<file path="src/rtl/seg_scanner_if.sv">
// -----------------------------------------------------------------------------
// seg_scanner_if
// Bundles the data/handshake side of the 7-segment scanner.
//   seg_in      : concatenated digit patterns, digit i at [8i+7:8i]
//   update_rdy  : single-cycle strobe, capture seg_in
//   blink_en    : level, blank segments during blink-off phase
//   seg_out     : shared segment bus (bit 7 = a ... bit 0 = dp)
//   dig_sel     : one-hot digit enable
//   frame_done  : one-cycle pulse on the last cycle of the last digit slot
// master = the block feeding patterns and reading the display lines,
// slave  = the scanner itself.
// -----------------------------------------------------------------------------
interface seg_scanner_if #(
    parameter int NUM_DIGITS = 4
);
    logic [8*NUM_DIGITS-1:0] seg_in;
    logic                    update_rdy;
    logic                    blink_en;
    logic [7:0]              seg_out;
    logic [NUM_DIGITS-1:0]   dig_sel;
    logic                    frame_done;

    modport master (
        output seg_in, update_rdy, blink_en,
        input  seg_out, dig_sel, frame_done
    );

    modport slave (
        input  seg_in, update_rdy, blink_en,
        output seg_out, dig_sel, frame_done
    );
endinterface

</file>
<file path="src/rtl/seg_scanner.sv">
// -----------------------------------------------------------------------------
// seg_scanner
// Time-multiplexed 7-segment driver. Scans NUM_DIGITS digits over one shared
// segment bus, blanks the last DEAD_CYCLES of every slot against ghosting,
// blinks the whole display on request and double-buffers the patterns so the
// displayed frame only changes on a frame boundary.
//   clk    : system clock
//   rst_n  : asynchronous active-low reset
//   bus    : seg_scanner_if.slave (seg_in, update_rdy, blink_en in;
//            seg_out, dig_sel, frame_done out, all registered)
// -----------------------------------------------------------------------------
module seg_scanner #(
    parameter int NUM_DIGITS  = 4,
    parameter int SCAN_DIV    = 10,
    parameter int DEAD_CYCLES = 1,
    parameter int BLINK_DIV   = 5000,
    parameter int ACTIVE_LOW  = 0
) (
    input  logic          clk,
    input  logic          rst_n,
    seg_scanner_if.slave  bus
);

    // Counter widths hold the terminal value itself so SHOW_LEN compares cleanly.
    localparam int CNT_W    = $clog2(SCAN_DIV + 1);
    localparam int IDX_W    = (NUM_DIGITS > 1) ? $clog2(NUM_DIGITS) : 1;
    localparam int BLK_W    = $clog2(BLINK_DIV + 1);
    localparam int SHOW_LEN = SCAN_DIV - DEAD_CYCLES;

    localparam logic                  POL     = (ACTIVE_LOW != 0);
    localparam logic [7:0]            OFF_SEG = {8{POL}};
    localparam logic [NUM_DIGITS-1:0] OFF_SEL = {NUM_DIGITS{POL}};

    typedef enum logic {
        SLOT_SHOW = 1'b0,
        SLOT_DEAD = 1'b1
    } slot_e;

    slot_e                       state_q, state_d;
    logic [CNT_W-1:0]            cnt_q, cnt_d;
    logic [IDX_W-1:0]            idx_q, idx_d;
    logic [BLK_W-1:0]            blk_q, blk_d;
    logic                        blink_off_q, blink_off_d;
    logic [NUM_DIGITS-1:0][7:0]  shadow_q, shadow_d;
    logic [NUM_DIGITS-1:0][7:0]  active_q, active_d;

    logic                        slot_end;
    logic                        frame_end;
    logic                        blink_wrap;
    logic [7:0]                  seg_d;
    logic [NUM_DIGITS-1:0]       sel_d;

    assign slot_end   = (cnt_q == CNT_W'(SCAN_DIV - 1));
    assign frame_end  = slot_end && (idx_q == IDX_W'(NUM_DIGITS - 1));
    assign blink_wrap = (blk_q == BLK_W'(BLINK_DIV - 1));

    // -------------------------------------------------------------------------
    // State register
    // -------------------------------------------------------------------------
    // NOTE: sequential state uses non-blocking (<=) so every register samples
    // the pre-edge values; blocking here would chain updates within one edge.
    // NOTE: the pattern buffers are reset (not left as uninitialised storage)
    // because a released reset must show a blank display, never stale data.
    always_ff @(posedge clk or negedge rst_n) begin
        if (!rst_n) begin
            state_q     <= SLOT_SHOW;
            cnt_q       <= '0;
            idx_q       <= '0;
            blk_q       <= '0;
            blink_off_q <= 1'b0;
            shadow_q    <= '0;
            active_q    <= '0;
        end else begin
            state_q     <= state_d;
            cnt_q       <= cnt_d;
            idx_q       <= idx_d;
            blk_q       <= blk_d;
            blink_off_q <= blink_off_d;
            shadow_q    <= shadow_d;
            active_q    <= active_d;
        end
    end

    // -------------------------------------------------------------------------
    // Next state: slot/digit counters, blink timebase, double buffer
    // -------------------------------------------------------------------------
    // NOTE: every signal written here gets a default first, so no path can
    // leave one unassigned and infer a latch.
    always_comb begin
        cnt_d       = slot_end ? '0 : cnt_q + 1'b1;
        idx_d       = idx_q;
        blk_d       = blink_wrap ? '0 : blk_q + 1'b1;
        blink_off_d = blink_off_q ^ blink_wrap;
        shadow_d    = shadow_q;
        active_d    = active_q;

        if (slot_end) begin
            idx_d = (idx_q == IDX_W'(NUM_DIGITS - 1)) ? '0 : idx_q + 1'b1;
        end

        // Slot phase follows the counter value it will hold after this edge.
        state_d = (cnt_d < CNT_W'(SHOW_LEN)) ? SLOT_SHOW : SLOT_DEAD;

        if (bus.update_rdy) begin
            shadow_d = bus.seg_in;
        end
        // shadow_d already includes a coincident strobe, so a strobe on the
        // boundary cycle goes straight into the active buffer.
        if (frame_end) begin
            active_d = shadow_d;
        end
    end

    // -------------------------------------------------------------------------
    // Output decode of the current state (active-high internally)
    // -------------------------------------------------------------------------
    always_comb begin
        seg_d = '0;
        sel_d = '0;
        if (state_q == SLOT_SHOW) begin
            sel_d = NUM_DIGITS'(1) << idx_q;
            if (!(bus.blink_en && blink_off_q)) begin
                seg_d = active_q[idx_q];
            end
        end
    end

    // Output registers: polarity is applied only here.
    always_ff @(posedge clk or negedge rst_n) begin
        if (!rst_n) begin
            bus.seg_out    <= OFF_SEG;
            bus.dig_sel    <= OFF_SEL;
            bus.frame_done <= 1'b0;
        end else begin
            bus.seg_out    <= seg_d ^ OFF_SEG;
            bus.dig_sel    <= sel_d ^ OFF_SEL;
            bus.frame_done <= frame_end;
        end
    end

endmodule

</file>
<file path="src/flat_wrapper.sv">
// flat-port wrapper written by rule: the top's interface ports become plain ports
module seg_scanner_flat 
#(
    parameter int NUM_DIGITS  = 4,
    parameter int SCAN_DIV    = 10,
    parameter int DEAD_CYCLES = 1,
    parameter int BLINK_DIV   = 5000,
    parameter int ACTIVE_LOW  = 0
)
  (clk, rst_n, bus_seg_in, bus_update_rdy, bus_blink_en, bus_seg_out, bus_dig_sel, bus_frame_done);
  seg_scanner_if #(.NUM_DIGITS(NUM_DIGITS)) bus_i ();
  input  logic clk;
  input  logic rst_n;
  input wire logic [$bits(bus_i.seg_in)-1:0] bus_seg_in;
  input wire logic [$bits(bus_i.update_rdy)-1:0] bus_update_rdy;
  input wire logic [$bits(bus_i.blink_en)-1:0] bus_blink_en;
  output wire logic [$bits(bus_i.seg_out)-1:0] bus_seg_out;
  output wire logic [$bits(bus_i.dig_sel)-1:0] bus_dig_sel;
  output wire logic [$bits(bus_i.frame_done)-1:0] bus_frame_done;
  assign bus_i.seg_in = bus_seg_in;
  assign bus_i.update_rdy = bus_update_rdy;
  assign bus_i.blink_en = bus_blink_en;
  assign bus_seg_out = bus_i.seg_out;
  assign bus_dig_sel = bus_i.dig_sel;
  assign bus_frame_done = bus_i.frame_done;
  seg_scanner #(.NUM_DIGITS(NUM_DIGITS), .SCAN_DIV(SCAN_DIV), .DEAD_CYCLES(DEAD_CYCLES), .BLINK_DIV(BLINK_DIV), .ACTIVE_LOW(ACTIVE_LOW)) u_core (.clk(clk), .rst_n(rst_n), .bus(bus_i));
endmodule
</file>
<file path="config.mk">
export PLATFORM = sky130hd
export DESIGN_NAME = seg_scanner_flat
export DESIGN_NICKNAME = d
export VERILOG_FILES = /design/src/rtl/seg_scanner_if.sv /design/src/rtl/seg_scanner.sv /design/src/flat_wrapper.sv
export SDC_FILE = /design/constraint.sdc
export NUM_CORES = 1
export LEC_CHECK = 0
export ABC_AREA = 0
export CORE_MARGIN = 1.5
export CORE_UTILIZATION = 50
export DETAILED_ROUTE_END_ITERATION = 12
export PLACE_DENSITY = 0.84
export SKIP_CTS_REPAIR_TIMING = 1
export SYNTH_ARGS = -nofsm -noshare
export SYNTH_HDL_FRONTEND = slang
export SYNTH_SLANG_ARGS = --single-unit
</file>
<file path="constraint.sdc">
create_clock -name clk -period 1.6 [get_ports clk]
set_input_delay 0.48 -clock clk [delete_from_list [all_inputs] [get_ports clk]]
set_output_delay 0.48 -clock clk [all_outputs]
set_load 0.03 [all_outputs]
</file>
==> impl.org <==
** Drt
- In the final routed layout, each cell accounts on average for around 16 µm.
- Once detail routing completed, the nets flagged for antenna violations numbered 0.
- Ratio of routed vias to standard cells :: 5.29
- Summed over all layers, the routed wires come to 7310 µm.
- The first routing iteration left 49 violations.
- Number of remaining DRC errors :: 0
- Overall via count from detail_route :: about 2,400
- Detailed-router iteration count before antenna repair :: 4

** STA
- Setup violations remaining at the end of the flow were counted as 7.
- Unrepaired setup endpoints after global routing :: yes
- Final hold violation count :: 0
- Worst clock skew :: 0.0134 ns
- Crit path setup slack, layout :: -0.115 ns
- Tightest Pin Transition :: 0.373 ns
- Count of pins over their slew limit :: 0
- The worst path in the final design needs a cycle of between 1.5 and 2 ns, including I/O delays and setup.
- Measured against its own limit, the worst slew margin works out to 75.1%.
- Static timing analysis puts the maximum clock frequency at a little under 600 MHz.
- The tightest hold path in the finished design has a slack of approximately 0.48 ns.
- Tcrit/Tclk final :: 107%

** Synth
- Summing every instance area after synthesis gives 3970 µm².
- The share of synthesized area in the top cell type comes to about three fifths.
- Synth Instances :: 264
- Synth warn :: 0
- Cell accounting for the most synthesized area :: dfrtp_1
- Yosys mapped the design onto 35 distinct sky130hd cell types.
- Ranked by total cell area, the synthesized netlist is headed by dfrtp_1 62%, mux2_2 18%, mux4_2 4.5%.
- Share of the yosys chip area belonging to registers :: between 60% and 70%
- Nets in the synthesized netlist :: a little over 300
- Seq cells post-synth :: between 90 and 100
- In this run the mean area of a mapped cell was 15.0 µm².

** Job
- Number of max-cap violations :: 0

** Outcome
- The checks that failed: setup timing.
- Result of the run :: finished, violations left

** Floorplan
- Once the floorplan was initialized, standard cells occupied 51.6% of the core.
- In this run the horizontal extent of the chip is between 90 and 100 µm.
- Vertical extent of the die :: 92.1 µm
- Core Area :: 7690 µm²
- The floorplan step defined a die boundary enclosing approximately 8500 µm².
- Standard-cell rows :: 32
- 49 I/O pins were placed.

** Clock network
- CTS saw 98 sinks.
- The H-tree was split into 3 levels.
- TritonCTS built the clock tree.
- The root buffer cell chosen for the clock tree is clkbuf_8.
- Clock latency on the worst-skew pair, taken at its later pin, is 0.38 ns.
- The longest clock path from root to sink contains 2 buffers.
- Buffers inserted during clock tree synthesis total 9.
- After clock tree synthesis, the clock-pin slew on the worst setup and hold paths is around 0.09 ns.

** Placed design
- Final weighted congestion of routability-driven global placement :: 0.806
- In this run the cell area measured after placement is 4770 µm².
- HPWL reported at the end of detailed placement :: 4890 µm
- Port Buffers :: between 40 and 50

** Power and ir drop
- Leakage power total :: ~2.3 nW
- For this design the ratio of total power to cell area is between 900 and 1000 nW/µm².
- After layout, the design draws a total of 4.86 mW.
- Worst vdd ir :: 0.434 mV

** Cells and area
- The repair_antennas step left the layout with diodes totalling 0.
- Most common cell after layout, fill and taps aside :: dfrtp_1
- Registers take about 2500 µm².
- Number of nets in the layout :: 381
- Synth-to-layout area growth :: 27.7%
- Highest-count cells in the layout ignoring fill and taps :: 98 x dfrtp_1, 65 x mux2_2, 33 x clkdlybuf4s50_1
- Final instance area :: 5070 µm²
- Cells with a size suffix above 1 make up 35.1% of the layout.
- Final-layout fill cell count :: roughly 560
- Summing all multi-input logic gate instances after layout gives between 1000 and 1500 µm².

** Hold path
- The worst hold path belongs to the class reg2reg.
- Hold path depth :: 1

** Critical path
- Cells on worst reg2reg path :: 5
- Data required, critical path :: 1.89 ns
- The worst setup path is captured at a flip-flop.
- Data on the critical path arrives at its endpoint at approximately 2 ns.
- Critical-path maximum fanout :: 6
- Kind of critical path :: reg2reg
- STA classifies the critical path startpoint as a flip-flop.

** GRT
- Entering global routing, the biggest net connects 40 pins.
- Global routing finished with a remaining overflow of 0.
- The first global-routing pass estimated about 12,000 µm of wire.
- The initial antenna violation count was 0.
- Across every metal layer, demand over resource in global routing totals about 18%.
- Number of global-route vias before repair :: 2,494
power by group:
part           switching (mW)  internal [mW]
registers              0.0681           2.65
clock network           0.879          0.783
logic                   0.195          0.288
kinds of logic after synthesis:
group | count (synthesis) | share of synthesized area [%]
AO/OA/AOI/OAI | 14 | 2.21
XOR/XNOR | 10 | 2.21
adder cells (fa/ha/maj) | 5 | 1.58
buffers and inverters | 16 | 1.64
flip-flops | 98 | 61.8
multiplexers | 74 | 23.2
AND/OR/NAND/NOR | 47 | 7.37
through the flow:
| step | setup slack [ns] | utilization, % | TNS, ns | instances |
|---|---|---|---|---|
| global route | -0.180 | 66.0 | -0.724 | 447 |
| finish | -0.115 | 66.0 | -0.336 | 447 |
| floorplan | -0.0297 | - | -0.0800 | 264 |
| CTS | -0.299 | 64.8 | -3.69 | 443 |
| detailed placement | -0.407 | 62.1 | -15.57 | 427 |
| global placement | -0.378 | 62.1 | -15.55 | 427 |
registers in the layout, summed over array words and instances, names as in the netlist:
name,count
u_core.cnt_q,4
u_core.state_q,1
u_core.bus.frame_done,1
u_core.active_q,32
u_core.blink_off_q,1
u_core.bus.seg_out,8
u_core.shadow_q,32
u_core.bus.dig_sel,4
u_core.idx_q,2
u_core.blk_q,13
synth_stat cells:
master,count
or4b_4,1
mux2_2,65
o31ai_1,1
dfrtp_1,98
nor3_1,2
o21ai_0,4
nor2_1,4
mux2i_1,1
inv_1,6
and4_1,1
a21o_1,1
nand2_1,11
buf_2,4
xnor2_1,4
nor4_1,3
nand3_1,3
or4_1,1
xor2_1,6
o21bai_1,1
nor2b_1,13
nor4b_1,1
and4bb_1,1
mux4_2,8
a21oi_1,4
a21boi_0,1
nand4_1,2
o31a_1,1
or2b_2,1
nor4_4,1
buf_1,3
or3_1,1
clkbuf_1,3
or4bb_1,1
ha_1,5
a22o_1,1
area by class of cell:
type | instances | area share, %
Sequential cell | 98 | 48.4
Multi-Input combinational cell | 150 | 28.8
Timing Repair Buffer | 75 | 15.7
Clock buffer | 10 | 2.71
Tap cell | 102 | 2.52
Clock inverter | 6 | 1.46
Inverter | 6 | 0.444
routing by layer:
layer / track usage [%] / vias up / wire length (µm)
met4: 11.3 / 0 / 230
met2: 29.0 / 55 / 3630
li1: - / 1090 / -
met1: 22.5 / 1204 / 3190
met5: 0 / - / 0
met3: 2.82 / 17 / 255
critical path: stages, from the launching register on:
cell and delay (ns):
dfrtp_1 0.38, ha_2 0.18, or4bb_4 0.54, nor4_4 0.18, buf_4 0.20, xor2_1 0.16
path summary, 6_finish.rpt:
kind                                     from             endpoint  slack [ns]
max                           u_core.blk_q[0]   u_core.blink_off_q       -0.12
min                        u_core.blink_off_q   u_core.blink_off_q        0.48
max reg2reg                   u_core.blk_q[0]   u_core.blink_off_q       -0.12
min reg2reg                u_core.blink_off_q   u_core.blink_off_q        0.48
max in group asynchronous               rst_n  u_core.active_q[21]        0.58
min in group asynchronous               rst_n      u_core.cnt_q[0]        0.53
(Power assumes the default switching activity.)
